`config.mk`:
```
export PLATFORM = sky130hd
export DESIGN_NAME = ddr_row_scheduler
export DESIGN_NICKNAME = d
export VERILOG_FILES = /design/src/rtl/ddr_row_scheduler.sv
export SDC_FILE = /design/constraint.sdc
export NUM_CORES = 1
export LEC_CHECK = 0
export BUFFER_PORTS_ARGS = -buffer_cell sky130_fd_sc_hd__buf_2
export CAP_MARGIN = 40
export CORE_UTILIZATION = 35
export DETAILED_ROUTE_END_ITERATION = 8
export PLACE_DENSITY = 0.67
export SKIP_LAST_GASP = 1
export SLEW_MARGIN = 15
export SYNTH_ARGS = -nofsm -noshare
export SYNTH_HDL_FRONTEND = slang
export SYNTH_SLANG_ARGS = --single-unit
```
`constraint.sdc`:
```
create_clock -name clk -period 4.45 [get_ports clk]
set_input_delay 0.445 -clock clk [delete_from_list [all_inputs] [get_ports clk]]
set_output_delay 0.445 -clock clk [all_outputs]
set_load 0.05 [all_outputs]
```
`src/rtl/ddr_row_scheduler.sv`:
```
// DDR-domain sequencer for the Game of Life row pipeline: optional row write-back, row read, periodic refresh.
// Define MIDBURST_REFRESH_EN to let a pending refresh split a burst at its midpoint.
module ddr_row_scheduler #(
    parameter int WORDS          = 40,
    parameter int DATA_W         = 16,
    parameter int ROW_W          = 9,
    parameter int REFRESH_CYCLES = 1000
) (
    input  logic              clk,
    input  logic              rst,
    input  logic              lineStart,
    input  logic              writeEn,
    input  logic [ROW_W-1:0]  writeRowIdx,
    input  logic [ROW_W-1:0]  readRowIdx,
    output logic [5:0]        wrWordIdx,
    input  logic [DATA_W-1:0] wrWordData,
    output logic              rdValid,
    output logic [5:0]        rdWordIdx,
    output logic [DATA_W-1:0] rdData,
    output logic              read,
    output logic              write,
    output logic              refresh,
    output logic [23:0]       readAddress,
    output logic [23:0]       writeAddress,
    output logic [DATA_W-1:0] writeData,
    input  logic [DATA_W-1:0] readData,
    input  logic              readAcknowledge,
    input  logic              writeAcknowledge,
    input  logic              refreshAcknowledge,
    output logic              busy,
    output logic              overrun
);
    localparam int               PAD_W    = 24 - ROW_W - 6;
    localparam int               CNT_W    = $clog2(REFRESH_CYCLES);
    localparam logic [CNT_W-1:0] CNT_LAST = CNT_W'(REFRESH_CYCLES - 1);
    localparam logic [5:0]       LAST_W   = 6'(WORDS - 1);
`ifdef MIDBURST_REFRESH_EN
    localparam logic [5:0]       HALF_W   = 6'(WORDS / 2);
`endif

    typedef enum logic [1:0] {S_IDLE, S_WRITE, S_READ, S_REFRESH} state_t;

    state_t             state_q, state_d, ret_q, ret_d;
    logic [5:0]         word_q, word_d;
    logic [ROW_W-1:0]   wrow_q, wrow_d, rrow_q, rrow_d;
    logic [CNT_W-1:0]   cnt_q, cnt_d;
    logic               pend_q, pend_d, ovr_q, ovr_d;
    logic               rd_valid_q, rd_valid_d;
    logic [5:0]         rd_idx_q, rd_idx_d;
    logic [DATA_W-1:0]  rd_data_q, rd_data_d;
    logic               expire, pend_now;

    // Requests decode straight from state so an asynchronous reset drops them at once.
    assign write        = (state_q == S_WRITE);
    assign read         = (state_q == S_READ);
    assign refresh      = (state_q == S_REFRESH);
    assign busy         = (state_q != S_IDLE);
    assign overrun      = ovr_q;
    assign wrWordIdx    = word_q;
    assign writeData    = wrWordData;
    assign writeAddress = {{PAD_W{1'b0}}, wrow_q, word_q};
    assign readAddress  = {{PAD_W{1'b0}}, rrow_q, word_q};
    assign rdValid      = rd_valid_q;
    assign rdWordIdx    = rd_idx_q;
    assign rdData       = rd_data_q;

    always_comb begin
        // NOTE: every signal gets a default first so no path leaves one unassigned (no latches).
        state_d    = state_q;
        ret_d      = ret_q;
        word_d     = word_q;
        wrow_d     = wrow_q;
        rrow_d     = rrow_q;
        rd_valid_d = 1'b0;
        rd_idx_d   = rd_idx_q;
        rd_data_d  = rd_data_q;
        expire     = (cnt_q == CNT_LAST);
        pend_now   = pend_q | expire;
        cnt_d      = expire ? '0 : cnt_q + CNT_W'(1);
        pend_d     = expire | (pend_q & ~(refresh & refreshAcknowledge));
        ovr_d      = ovr_q | (lineStart & busy);

        case (state_q)
            S_IDLE: begin
                if (lineStart) begin
                    wrow_d = writeRowIdx;
                    rrow_d = readRowIdx;
                    word_d = '0;
                end
                // A line request that collides with a refresh is parked in ret_q, not lost.
                if (pend_now) begin
                    state_d = S_REFRESH;
                    ret_d   = lineStart ? (writeEn ? S_WRITE : S_READ) : S_IDLE;
                end else if (lineStart) begin
                    state_d = writeEn ? S_WRITE : S_READ;
                end
            end
            S_WRITE: begin
                if (writeAcknowledge) begin
                    if (word_q == LAST_W) begin
                        word_d  = '0;
                        state_d = pend_now ? S_REFRESH : S_READ;
                        ret_d   = S_READ;
                    end else begin
                        word_d = word_q + 6'd1;
`ifdef MIDBURST_REFRESH_EN
                        if (word_d == HALF_W && pend_now) begin
                            state_d = S_REFRESH;
                            ret_d   = S_WRITE;
                        end
`endif
                    end
                end
            end
            S_READ: begin
                if (readAcknowledge) begin
                    rd_valid_d = 1'b1;
                    rd_idx_d   = word_q;
                    rd_data_d  = readData;
                    if (word_q == LAST_W) begin
                        word_d  = '0;
                        state_d = pend_now ? S_REFRESH : S_IDLE;
                        ret_d   = S_IDLE;
                    end else begin
                        word_d = word_q + 6'd1;
`ifdef MIDBURST_REFRESH_EN
                        if (word_d == HALF_W && pend_now) begin
                            state_d = S_REFRESH;
                            ret_d   = S_READ;
                        end
`endif
                    end
                end
            end
            default: begin
                if (refreshAcknowledge) state_d = ret_q;
            end
        endcase
    end

    // NOTE: sequential state uses non-blocking assignments so every register samples pre-edge values.
    always_ff @(posedge clk or negedge rst) begin
        if (!rst) begin
            state_q    <= S_IDLE;
            ret_q      <= S_IDLE;
            word_q     <= '0;
            wrow_q     <= '0;
            rrow_q     <= '0;
            cnt_q      <= '0;
            pend_q     <= 1'b0;
            ovr_q      <= 1'b0;
            rd_valid_q <= 1'b0;
            rd_idx_q   <= '0;
            rd_data_q  <= '0;
        end else begin
            state_q    <= state_d;
            ret_q      <= ret_d;
            word_q     <= word_d;
            wrow_q     <= wrow_d;
            rrow_q     <= rrow_d;
            cnt_q      <= cnt_d;
            pend_q     <= pend_d;
            ovr_q      <= ovr_d;
            rd_valid_q <= rd_valid_d;
            rd_idx_q   <= rd_idx_d;
            rd_data_q  <= rd_data_d;
        end
    end
endmodule
```
==> flow_summary.ini <==
[pwr]
p_total_mw = 2.887
power.switching_mw = 1.459
power.density_nw_per_um2 = 774.2
vdd_ir_drop_max_mv = 0.3731
power_frac_seq = 0.302
internal-power_mw = 1.428
swShare = 0.5055
comb_power_share = 0.552
leakagePower_nw = 1.896
power.share.clock = 0.146

[sta]
setup_viol = 0
fmax_mhz = 499.4
finalHoldViolations = 0
fin_skew_ns = 0.01496
max_slew_margin = 0.6067
fin_setup_tns_ns = 0
drv_slew = 0
period_needed_ns = 2.002
period_share = 0.4500
rsz0062_at_grt = false
worst_pin_slew_ns = 0.5900

[setup_path]
critPathMaxStageDelay_ns = 0.41
crit_required_ns = 4.71
r2r_start = state_q[0]
crit_family = compound AO/OA/AOI/OAI gates
cp-end-kind = register
critPathSlowestCell = dfrtp_1
ff2ff_setup_slack_ns = 2.45
regToRegEndpoint = wrWordIdx[3]
path_buf_inv = 2
critPathArrivalTime_ns = 2.27
path_class = reg2reg
crit_path_start_kind = register
crit_fanout = 19
worstPathCellList = inv_1 -> ha_1 -> nand2_1 -> buf_8 -> a211o_1 -> nand2b_1 -> o22ai_1
r2r_cells = 7

[synthesis]
yosys-top-cells-area = dfrtp_1, mux2_2, buf_4
yosysTopAreaCell = dfrtp_1
yosysTopAreaCellShare = 0.4976
ys_types = 45
synth_flop_cell = dfrtp_1
yosys_warnings = 0
async_reset_ff_frac = 1.000
synth-seq-cells = 63
synth_edf_count = 0
netlist_area_um2 = 3168
ys_seq_area_frac = 0.4976
synthesis.instances = 262
avgSynthCellArea_um2 = 12.09

[die]
die_w_um = 97.14
die_h_um = 97.14
row_count = 34
initial_core_util = 0.3615
coreArea_um2 = 8763
fp.dieArea_um2 = 9436
ios = 155

[flow_run]
drv_cap = 0

[global_route]
grt_use_met2 = 0.2086
top_usage_layer = met2
track_usage = 0.1294
grt_pass1_wl_mm = 9.653
grt_max_degree = 48
grt_use_met1 = 0.1518
grt.met3_usage = 0.04388
antenna_found_initial = 0
grt_pass1_vias = 1999
grt_overflow = 0

[drt]
vias = 2117
wire_per_inst_um = 12.77
drt-total-wl_mm = 5.834
ant_nets = 0
drt-initial-drc-count = 60
route.detailed.drc = 0
vias_per_cell = 4.632
firstDrtPassIters = 4

[placed_design]
place.gp.congestion = 0.8371
io_buffers = 104
placed_cells = 441
dpl.hpwl_mm = 4.249

[hold_path]
min_path_type = in2async

[clock_network]
cts.sinks = 63
postCtsHoldBufs = 0
clk_latency_ns = 0.34
cts_tree = yes
cts_buffer_depth = 2
cts_buffers = 9
htree_num_levels = 3
cts_resized = 0
cts_setup_buffers = 0
cts.clk_slew.worst_paths_ns = 0.08
clockRootBuffer = clkbuf_8

[cells_and_area]
fill_cells = 829
fin_cells = 457
synthToLayoutAreaGrowth_pct = 17.69
drive_gt1_frac = 0.4756
diodes = 0
final_nets = 408

[outcome]
status = finished clean
-- worst max-delay path by stage --
stage | slack (ns) | endpoint | start | depth (start not counted)
after floorplan | 2.38 | ret_q[0] | wrWordIdx[0] | 5
after global placement | 2.15 | wrWordIdx[3] | state_q[0] | 6
after detailed placement | 2.03 | wrWordIdx[3] | state_q[0] | 6
after CTS | 2.00 | wrWordIdx[3] | state_q[0] | 6
after global routing | 2.27 | wrWordIdx[3] | state_q[1] | 7
final | 2.45 | wrWordIdx[3] | state_q[0] | 7
-- cells by family (layout without fill, tap and decap cells) --
family,count (synthesis),in the layout,synth area share
and+or+nand+nor,55,55,0.09756
xor gates and xnor gates,6,6,0.01659
adders and majority gates,6,6,0.02370
other,1,18,0.001184
AOI/OAI and AO/OA,28,28,0.08176
buffers and inverters,59,129,0.1260
muxes,44,44,0.1556
DFF,63,63,0.4976
-- cell usage after synthesis, types with 2 or more instances --
master,instances
buf_4,46
buf_2,4
clkbuf_1,2
mux2_2,34
ha_1,6
a21o_1,4
a22o_1,4
mux2i_1,2
xnor2_1,3
dfrtp_1,63
nor2b_1,3
mux2_1,8
o311ai_0,2
xor2_1,3
o21ai_1,4
nand2b_1,5
nand3_1,5
o21ai_0,2
nor2_1,13
o2111ai_1,2
nand2_1,17
inv_1,7
-- layout by cell type (no fill, tap or decap), types with 4 or more instances in the layout --
cell and n:
buf_2 104, dfrtp_1 63, mux2_2 34, conb_1 18
nand2_1 17, nor2_1 13, clkbuf_8 10, mux2_1 8
inv_1 7, ha_1 6, nand3_1 5, nand2b_1 5
a22o_1 4, a21o_1 4, o21ai_1 4
-- power groups by stage --
stage	clock network (mW)	registers (mW)	logic [mW]
after detailed placement	0	0.883	1.60
after CTS	0.443	0.874	1.60
final	0.422	0.872	1.59
after floorplan	0	1.52	0.677
after global routing	0.468	0.901	1.68
after global placement	0	0.872	1.57
-- sequential cells by signal, indices dropped and copies added (netlist names), 2 cells and up --
name       flops
rdWordIdx      6
state_q        2
wrWordIdx      6
ret_q          2
rdData        16
rrow_q         9
cnt_q         10
wrow_q         9
-- through the flow --
stage,hold WS [ns],area (µm²),utilization,worst slack [ns]
after floorplan,0.1494,3232,-,2.375
after global placement,0.3847,3522,0.4019,2.152
after detailed placement,0.3839,3550,0.4051,2.032
after CTS,0.005597,3714,0.4238,1.999
after global routing,0.02801,3729,0.4255,2.265
final,0.01764,3729,0.4255,2.448
-- layout make-up --
cell class / count / area, µm² / share of cell area
Sequential cell: 63 / 1577 / 0.4228
Clock buffer: 11 / 141.4 / 0.03792
Timing Repair Buffer: 107 / 570.5 / 0.1530
Clock inverter: 4 / 22.52 / 0.006040
Tap cell: 108 / 135.1 / 0.03624
Multi-Input combinational cell: 157 / 1256 / 0.3369
Inverter: 7 / 26.28 / 0.007047
-- per-layer routing --
| layer | wire length, µm | part of all wire | vias up |
|---|---|---|---|
| li1 | - | - | 1015 |
| met1 | 2452 | 0.42 | 1020 |
| met2 | 2966 | 0.51 | 72 |
| met3 | 300 | 0.051 | 10 |
| met4 | 114 | 0.020 | 0 |
| met5 | 0 | 0 | - |
Power figures use the tool's default switching activity.
